--- src/rtl/secure_strobe_router.sv ---
// secure_strobe_router
//   Multi-channel keyed router with brute-force lockout. Each strobed word
//   {key, chan, data} carrying the correct key and an in-range channel is
//   written into that channel's output slice and pulses its valid bit.
//   MAX_FAIL consecutive rejected words lock the router for LOCK_CYC cycles,
//   during which all strobes are ignored.
//
// Ports
//   clk       in   rising-edge clock
//   rst       in   synchronous active-high reset
//   strobe    in   qualifies d_in for one cycle
//   d_in      in   {key, chan, data}, key in the MSBs
//   d_out     out  channel c in bits [c*DATA_W +: DATA_W]
//   out_valid out  one-cycle pulse per updated channel
//   locked    out  high while locked out
//   fail_cnt  out  consecutive rejected words
module secure_strobe_router #(
    parameter int              DATA_W   = 4,
    parameter int              KEY_W    = 2,
    parameter logic [KEY_W-1:0] KEY_VAL = '0,
    parameter int              NUM_CH   = 4,
    parameter int              MAX_FAIL = 3,
    parameter int              LOCK_CYC = 8,
    localparam int             CH_W     = (NUM_CH > 1) ? $clog2(NUM_CH) : 1,
    localparam int             FC_W     = $clog2(MAX_FAIL + 1)
) (
    input  logic                       clk,
    input  logic                       rst,
    input  logic                       strobe,
    input  logic [KEY_W+CH_W+DATA_W-1:0] d_in,
    output logic [NUM_CH*DATA_W-1:0]   d_out,
    output logic [NUM_CH-1:0]          out_valid,
    output logic                       locked,
    output logic [FC_W-1:0]            fail_cnt
);

    localparam int IN_W = KEY_W + CH_W + DATA_W;
    localparam int LC_W = $clog2(LOCK_CYC + 1);
    // One extra bit so NUM_CH itself is representable for the range check;
    // for power-of-two NUM_CH the comparison folds to constant true.
    localparam logic [CH_W:0] NUM_CH_X = (CH_W + 1)'(NUM_CH);

    typedef enum logic [0:0] {
        ACTIVE = 1'b0,
        LOCKED = 1'b1
    } state_t;

    state_t                    state_q, state_d;
    logic [LC_W-1:0]           lock_cnt, lock_d;
    logic [NUM_CH*DATA_W-1:0]  dout_d;
    logic [NUM_CH-1:0]         valid_d;
    logic [FC_W-1:0]           fail_d;

    logic [KEY_W-1:0]  key;
    logic [CH_W-1:0]   chan;
    logic [DATA_W-1:0] data;
    logic              good;

    assign key  = d_in[IN_W-1 -: KEY_W];
    assign chan = d_in[DATA_W +: CH_W];
    assign data = d_in[DATA_W-1:0];
    assign good = (key == KEY_VAL) && ({1'b0, chan} < NUM_CH_X);

    always_comb begin
        state_d = state_q;
        dout_d  = d_out;
        valid_d = '0;
        fail_d  = fail_cnt;
        lock_d  = lock_cnt;
        case (state_q)
            ACTIVE: begin
                if (strobe) begin
                    if (good) begin
                        for (int c = 0; c < NUM_CH; c++) begin
                            if (chan == CH_W'(c)) begin
                                dout_d[c*DATA_W +: DATA_W] = data;
                                valid_d[c]                 = 1'b1;
                            end
                        end
                        fail_d = '0;
                    end else if (fail_cnt == FC_W'(MAX_FAIL - 1)) begin
                        fail_d  = FC_W'(MAX_FAIL);
                        state_d = LOCKED;
                        lock_d  = LC_W'(LOCK_CYC);
                    end else begin
                        fail_d = fail_cnt + FC_W'(1);
                    end
                end
            end
            LOCKED: begin
                // Counter is loaded with LOCK_CYC, so exiting on the edge that
                // sees 1 gives exactly LOCK_CYC locked cycles.
                if (lock_cnt == LC_W'(1)) begin
                    state_d = ACTIVE;
                    fail_d  = '0;
                    lock_d  = '0;
                end else begin
                    lock_d = lock_cnt - LC_W'(1);
                end
            end
            default: state_d = ACTIVE;
        endcase
    end

    always_ff @(posedge clk) begin
        if (rst) begin
            state_q   <= ACTIVE;
            lock_cnt  <= '0;
            d_out     <= '0;
            out_valid <= '0;
            fail_cnt  <= '0;
            locked    <= 1'b0;
        end else begin
            state_q   <= state_d;
            lock_cnt  <= lock_d;
            d_out     <= dout_d;
            out_valid <= valid_d;
            fail_cnt  <= fail_d;
            locked    <= (state_d == LOCKED);
        end
    end

endmodule
--- config.mk ---
export PLATFORM = sky130hd
export DESIGN_NAME = secure_strobe_router
export DESIGN_NICKNAME = d
export VERILOG_FILES = /design/src/rtl/secure_strobe_router.sv
export SDC_FILE = /design/constraint.sdc
export NUM_CORES = 1
export LEC_CHECK = 0
export ABC_AREA = 1
export BUFFER_PORTS_ARGS = -buffer_cell sky130_fd_sc_hd__buf_2
export CAP_MARGIN = 20
export CORE_MARGIN = 2
export CORE_UTILIZATION = 45
export DETAILED_ROUTE_END_ITERATION = 10
export GPL_TIMING_DRIVEN = 1
export MAX_ROUTING_LAYER = met4
export PLACE_DENSITY_LB_ADDON = 0.05
export SETUP_SLACK_MARGIN = 0.4
export SLEW_MARGIN = 20
export SYNTH_ARGS = -nofsm -noshare
export SYNTH_HDL_FRONTEND = slang
export SYNTH_SLANG_ARGS = --single-unit
--- constraint.sdc ---
create_clock -name clk -period 1.2 [get_ports clk]
set_input_delay 0 -clock clk [delete_from_list [all_inputs] [get_ports clk]]
set_output_delay 0 -clock clk [all_outputs]
set_load 0.02 [all_outputs]
-- Yosys cells after proc, flatten, opt, wreduce, memory -nomap -nowiden
Cells that the tools add are included.
- add/subtract/negate cells: 2
- multipliers: 0
- divide/modulo/power cells: 0
- magnitude comparators: 0
- eq/ne operators: 9
- shifts and indexed selects: 0
- multiplexer cells: 19
- bitwise gates (word level): 3
- reductions and logical operators: 9
- operators by type and width (cell ; count):
    $mux 4 ; 4
    $reduce_and 4->1 ; 4
    $mux 1 ; 8
    $mux 2 ; 4
    $pmux 4 s2 ; 1
    $eq 2x2->1 const B ; 3
    $ne 2x2->1 const B ; 3
    $eq 4x1->1 const B ; 1
    $logic_not 2->1 ; 2
    $pmux 2 s2 ; 1
    $reduce_or 4->1 ; 1
    $sub 4x1->4 const B ; 1
    $not 1->1 ; 3
    $reduce_and 3->1 ; 1
    $add 2x1->2 const B ; 1
    $eq 2x1->1 const B ; 1
    $ne 2x1->1 const B ; 1
    $pmux 1 s2 ; 1
    $reduce_and 2->1 ; 1
- bits in registers: 27
- bits in latches: 0
- memory bits (writable): 0
- bits in read-only memories: 0
- bits of input ports: 11
- memories: 0

-- Longest topological paths before layout
Gate-level depths: netlist of run 1.
- depth after elaboration: 5
- gate-level depth with buffers: 8

-- Worst setup path after synthesis of run 1
OpenSTA, ideal clock, no wires.
- path type: flip-flop to flip-flop
- from: register fail_cnt[0]
- to: register lock_cnt[1]
- library setup time: 0.071 ns
- arrival: 1.179 ns
- setup slack: -0.050 ns
- stages on the path, launching flop included: 8
- path buffers: 0
- clock period less this slack: 1.250 ns
- path through: dfxtp_1 > inv_1 > ha_1 > nand2_1 > inv_1 > a21oi_1 > nand2_1 > a21oi_1
- longest elaborated chain between the ends: 3
- ends and longest elaborated chain (item ; RTL line ; source):
    start: declaration ; 34 ; output logic [FC_W-1:0] fail_cnt
    start signal: assignment ; 118 ; fail_cnt <= fail_d;
    $eq 2x2->1 ; 81 ; end else if (fail_cnt == FC_W'(MAX_FAIL - 1)) begin
    $ne 2x2->1 (no source line) ; n/a ;
    $reduce_and 3->1 (no source line) ; n/a ;
    end signal: assignment ; 115 ; lock_cnt <= lock_d;
    end: declaration ; 49 ; logic [LC_W-1:0] lock_cnt, lock_d;
No other way between the ends.
A chain may end at the register's enable or synchronous reset.

-- Worst setup path in the final report of run 1
- from: register lock_cnt[0]
- to: register lock_cnt[1]
- longest elaborated chain between the ends: 3
- elaborated cells between the ends (all ways): 4
- ends and longest elaborated chain (item ; RTL line ; source):
    $sub 4x1->4 / $eq 4x1->1 (equally long branches) ; 98, 93 ;
    $mux 4 * ; 93 ; if (lock_cnt == LC_W'(1)) begin
    $pmux 4 s2 * ; 70 ; case (state_q)
Mark *: on every way between the ends. The rest lies on a longest branch, timed or not.

==> impl_metrics.toml, run 1 <==
[yosys]
syn_area_per_cell_sq_um = 7.57
yosysSeqAreaShare_pct = 46.7
ys_warn_count = 0
synth.distinct_cells = 18
muxShareOfSynthArea_pct = 0
synth_area_sq_um = 1160
yosys.area_share.simple_pct = 32.2
synth_top_family_by_area = "simple AND/OR/NAND/NOR gates"
ys_ff_latch = 27
synth_compound_area_share_pct = 9.29
synth_fp_nets = 167
syn_inst = 153
synth_xor_area_share_pct = 0.756
synthAdderAreaFrac_pct = 3.24

[power]
clockPowerShare_pct = 23.7
p_int_mw = 1.18
pwr-share-comb_pct = 19.2
p_leak_nw = 0.848
power_density_nw_per_um2 = 811
switching_share_pct = 27.4
pwr-share-seq_pct = 57.1
p_switching_mw = 0.446
power_mw = 1.63
vdd_drop_max_uv = 757

[detailed_routing]
drt_drc_violations_left = 0
postRouteWirelength_um = 3190
vias = 1170
vias_per_cell = 4.85
avgRoutedWirePerCell_um = 13.2
drt_iter0_drc = 17
first_pass_iters = 4
detail-route-antenna-nets = 0

[final_layout]
drive_gt1_share_pct = 63.0
diodes = 0
stdcell_count = 241
layout_commonest_cell = "nand2_1"
fill_cells = 144
multi_input_area_sq_um = 751
fin_util_pct = 81.7
layout_common_cells = "nand2_1, dfxtp_2, buf_6"
seqCellArea_sq_um = 582
finish.instance_area_sq_um = 2010
area_delta_synth_final_pct = 73.1
finalNetCount = 226

[clock_tree]
numCtsBuffers = 3
clkLatencyLatePin_ps = 320
cts_tree = "done"
worst_setup_hold_path_clk_slew_ps = 140
clock-root-buffer = "clkbuf_4"
cts_hold_buf = 4
htree_levels = 1
cts_buffer_depth = 2
cts.sinks = 27

[hold_path]
hp-start = "rst"
min_to = "lock_cnt[1]"
hold_class = "in -> reg"
hold_depth = 2

[sta]
hold_viol_final = 6
rsz0062_at_grt = "yes"
finalSetupTns_ps = 0
slew_viol_final = 0
hold_ws_ps = -46.1
clock_skew_ps = 8.71
period_share_pct = 90.2
setup_viol = 0
fmax_mhz = 924
timing.slew.headroom_pct = 75.9
fin_crit_ps = 1080
tightestPinTransition_ps = 360
fin_ws_ps = 118

[outcome]
status = "finished with violations"
violations = "negative hold slack"

[place]
dpl.hpwl_um = 1920
place_area_sq_um = 1470
dp.cells = 216
port-buffer-count = 33
post-place-ws_ps = 107
finalWeightedCongestion = 0.793

[floorplanning]
core_sq_um = 2450
start_util_pct = 47.2
die_y_um = 54.7
io_pins = 34
num_rows = 18
fp.dieW_um = 54.7
die_area_sq_um = 3000

[worst_setup_path]
criticalPathCategory = "reg -> reg"
reg2reg_depth = 4
timing.rr.start = "lock_cnt[0]"
cpMaxStageDelayCell = "dfxtp_4"
crit_path_start_kind = "flip-flop"
cpPeakStageDelay_ps = 390
critPathMaxFanout = 3
required_ps = 1450
crit_chain = "inv_2 -> ha_4 -> or2_4 -> a21oi_2"
timing.rr.end = "lock_cnt[1]"
r2r_slack_ps = 120
crit_arrival_ps = 1340
worstSetupEndpointType = "flip-flop"

[global_routing]
grtUsageTotal_pct = 23.0
antenna_found_initial = 0
grt_pass1_wl_um = 4750
grt_pass1_vias = 1060
grt_max_degree = 16
grt.overflow.total = 0

[flow_run]
maxCapViolations = 0
[critical path, delay by kind of cell, from the launching register on]
kind,cells,cell delay (ps)
AND/OR/NAND/NOR,1,220
flip-flops,1,390
adder cells (fa/ha/maj),1,220
buffers and inverters,1,50
AO/OA/AOI/OAI,1,140
[power by group through the flow]
| stage | Clock (mW) | Combinational, mW | Sequential (mW) |
|---|---|---|---|
| finish | 0.385 | 0.312 | 0.929 |
| global route | 0.432 | 0.335 | 0.932 |
| CTS | 0.404 | 0.287 | 0.930 |
| detailed placement | 0 | 0.204 | 0.947 |
| global placement | 0 | 0.201 | 0.947 |
| floorplan | 0 | 0.114 | 0.964 |
[what timing repair did]
action                                  4_1_cts  5_1_grt
gates resized for setup                      72       30
endpoints found under the hold margin        22        6
pin swaps                                    14       11
endpoints found under the setup margin       50       50
cloned                                        2        0
buffers inserted                             11        4
[sequential cells by signal, summed over array words and instances, names as in the netlist]
name,flops
d_out,16
fail_cnt,2
lock_cnt,4
out_valid,4
state_q,1
[cell type report]
class,instances,share of cell area [%]
tap,30,1.87
clock buffer,3,1.12
multi-input combinational,107,37.4
sequential,27,29.0
clock inverter,1,0.250
timing repair buffer,56,27.0
inverter,17,3.31
[how the worst max path moves through the flow]
stage	endpoint	slack (ps)	cells after the start	startpoint
floorplan	lock_cnt[1]	160	7	fail_cnt[0]
global placement	lock_cnt[1]	140	4	lock_cnt[0]
detailed placement	lock_cnt[1]	110	4	lock_cnt[1]
CTS	lock_cnt[1]	140	7	fail_cnt[0]
global route	d_out[7]	80	6	state_q
finish	lock_cnt[1]	120	4	lock_cnt[0]
[logic make-up after synthesis]
logic type / after synthesis
fa+ha+maj: 3
simple gates: 81
xor+xnor: 1
flops: 27
compound gates: 21
buf+inv: 20
[synthesized netlist by cell type]
cell type | instances | area share (%)
nand3_1 | 17 | 7.3
buf_6 | 1 | 0.97
dfxtp_1 | 27 | 47
clkbuf_1 | 1 | 0.32
xor2_1 | 1 | 0.76
o21ai_0 | 1 | 0.43
nor2_2 | 1 | 0.54
a21oi_1 | 19 | 8.2
nand2_1 | 38 | 12
ha_1 | 3 | 3.2
dlymetal6s2s_1 | 1 | 1.1
nand4_4 | 1 | 1.8
nand2_2 | 1 | 0.54
nor2_4 | 3 | 2.9
inv_1 | 17 | 5.5
or2_2 | 1 | 0.54
o211ai_1 | 1 | 0.65
nor2_1 | 19 | 6.2
[layer usage]
layer | wire length (um) | vias up | part of all wire (%) | global-route usage [%]
met5 | 0 | - | 0 | -
met4 | 12 | 0 | 0.38 | 7.50
met3 | 138 | 2 | 4.3 | 2.46
met2 | 1600 | 32 | 50 | 37.9
met1 | 1440 | 526 | 45 | 29.2
li1 | - | 610 | - | -
Note: power is estimated with default switching activity, not from simulation.
==> inputs of run 2 (changes only) <==
ABC_AREA = unset   (was 1)
==> run 2 against run 1 <==
The flow still finishes with violations (negative hold slack). Flip-flop and latch count is the same. Non-clock buffer count shrank 8. Synthesized cell count shrank 27%. Clock skew is essentially flat. Worst hold slack gained 21 ps. Sequential share of layout area grew 2.7 points. Synthesized area grew 1.1%. Critical endpoint is now fail_cnt[0]. Highest routed layer unchanged.
==> impl_metrics.toml, run 2 <==
[detailed_routing]
drt_drc_violations_left = 0
vias = 949
vias_per_cell = 5.02
drt_iter0_drc = 5
avgRoutedWirePerCell_um = 14.0
detail-route-antenna-nets = 0
first_pass_iters = 4
postRouteWirelength_um = 2650

[sta]
fin_crit_ps = 1140
fin_ws_ps = 57.0
finalSetupTns_ps = 0
fmax_mhz = 875
slew_viol_final = 0
setup_viol = 0
period_share_pct = 95.2
hold_ws_ps = -25.4
rsz0062_at_grt = "yes"
tightestPinTransition_ps = 504
timing.slew.headroom_pct = 66.3
clock_skew_ps = 9.06
hold_viol_final = 3

[global_routing]
grt.overflow.total = 0
grt_pass1_wl_um = 4100
grt_pass1_vias = 935
grt_max_degree = 17
antenna_found_initial = 0
grtUsageTotal_pct = 19.8

[worst_setup_path]
cpMaxStageDelayCell = "dfxtp_2"
critPathMaxFanout = 2
criticalPathCategory = "reg -> reg"
worst-path-buf-inv = 1
required_ps = 1470
crit_path_start_kind = "flip-flop"
reg2reg_depth = 5
crit_end = "fail_cnt[0]"
path_depth = 5
crit_chain = "inv_2 -> ha_4 -> nor4bb_4 -> a211oi_2 -> o2bb2ai_2"
cpPeakStageDelay_ps = 380
timing.rr.end = "fail_cnt[0]"
crit_start = "lock_cnt[1]"
worstSetupEndpointType = "flip-flop"
cpLargestDelayFamily = "flip-flops"
crit_arrival_ps = 1410
r2r_slack_ps = 60
timing.rr.start = "lock_cnt[1]"

[clock_tree]
worst_setup_hold_path_clk_slew_ps = 160
cts_buffer_depth = 2
htree_levels = 1
clock-root-buffer = "clkbuf_4"
numCtsBuffers = 3
cts_hold_buf = 3
cts.sinks = 27
clkLatencyLatePin_ps = 330
cts_tree = "done"

[final_layout]
fin_util_pct = 73.7
largestRegisters = "d_out x16, lock_cnt x4, out_valid x4"
largest_reg_flops = 16
largest-register = "d_out"
finalNetCount = 174
layout_common_cells = "buf_6, nand2b_1, dfxtp_2"
area_delta_synth_final_pct = 55.9
drive_gt1_share_pct = 61.0
diodes = 0
layout_commonest_cell = "buf_6"
finish.instance_area_sq_um = 1830

[yosys]
synth_fp_nets = 125
synth_top_area_cell = "dfxtp_1"
synth_area_sq_um = 1170
syn_inst = 111
synth.most_common_cell = "dfxtp_1"
synthFlopType = "dfxtp_1"
yosysSeqAreaShare_pct = 46.2
synth-edff-count = 0
ys_ff_latch = 27
syn_area_per_cell_sq_um = 10.6
synth-async-reset-ratio_pct = 0
ys_warn_count = 0
synth_common_cells = "dfxtp_1, nand2b_1, mux2i_1"
synth.distinct_cells = 27
yosys-top-cells-area = "dfxtp_1, mux2i_1, nand2b_1"
synth_top_area_share_pct = 46.2

[flow_run]
maxCapViolations = 0

[place]
post-place-ws_ps = 25.4
port-buffer-count = 33
finalWeightedCongestion = 0.734
place_area_sq_um = 1430
dpl.hpwl_um = 1760

[hold_path]
hp-start = "d_in[4]"
hold_class = "in -> reg"

[power]
vdd_drop_max_uv = 795
p_leak_nw = 0.795
power_density_nw_per_um2 = 873

[outcome]
violations = "negative hold slack"
status = "finished with violations"

[floorplanning]
io_pins = 34
fp.dieW_um = 55.0
num_rows = 18
die_y_um = 55.0
die_area_sq_um = 3030
start_util_pct = 47.3
core_sq_um = 2480
[run 2: cell types whose count changed after synthesis, moves of 2 or more]
cell / change
nand2_1: -36
nor2_1: -12
nand2b_1: +23
nand3_1: -14
o2bb2ai_2: +2
nor2_4: -3
inv_1: -13
a211oi_1: +2
a21oi_1: -16
mux2i_1: +17
nand4_2: +2
[run 2: cell families (layout without fill, tap and decap cells)]
group | Yosys count | after routing | synth area share (%)
buffers and inverters | 8 | 56 | 2.88
and+or+nand+nor | 47 | 47 | 26.9
AOI/OAI and AO/OA | 9 | 9 | 6.30
muxes | 17 | 17 | 14.5
DFF | 27 | 27 | 46.2
adders and majority gates | 3 | 3 | 3.21
[run 2: repair_timing]
item,in CTS,in global routing
endpoints found under the hold margin,13,3
gates resized for setup,86,8
setup endpoints to repair,50,50
buffers inserted,5,2
pin swaps,5,6
[run 2: routing by layer]
metal / up-vias / share of wire (%) / track usage, %
li1: 476 / - / -
met1: 454 / 44 / 22.6
met2: 17 / 52 / 35.1
met3: 2 / 2.9 / 3.49
met4: 0 / 0.72 / 6.10
met5: - / 0 / -
[run 2: cell type report]
type	count	area, sq um
inverter	4	15.0
clock inverter	1	6.26
sequential	27	579
tap	30	37.5
clock buffer	3	22.5
fill	198	652
multi-input combinational	76	727
timing repair buffer	48	438
[run 2: per-stage QoR]
| stage | total power [mW] | std cells |
|---|---|---|
| floorplan | 1.05 | 111 |
| global placement | 1.11 | 175 |
| detailed placement | 1.12 | 175 |
| CTS | 1.59 | 187 |
| global route | 1.66 | 189 |
| finish | 1.59 | 189 |
[run 2: report_power, final]
part	switching (mW)	internal (mW)	total, mW
Clock	0.284	0.130	0.414
Sequential	0.0203	0.912	0.933
Combinational	0.117	0.130	0.247
Total	0.421	1.17	1.59
[run 2: worst min-delay path by stage]
stage | endpoint | slack, ps | depth (start not counted)
after global placement | d_out[12] | 330 | 3
after floorplan | fail_cnt[0] | 200 | 2
after global routing | out_valid[0] | -20 | 4
final | out_valid[0] | -30 | 4
after CTS | fail_cnt[1] | -30 | 3
after detailed placement | fail_cnt[1] | 330 | 3
[run 2: worst register-to-register path, delay by kind of cell, from the launching register on]
family / cells / cell delay [ps]
fa+ha+maj: 1 / 150
buf+inv: 1 / 50
compound gates: 2 / 360
simple gates: 1 / 150
flops: 1 / 380
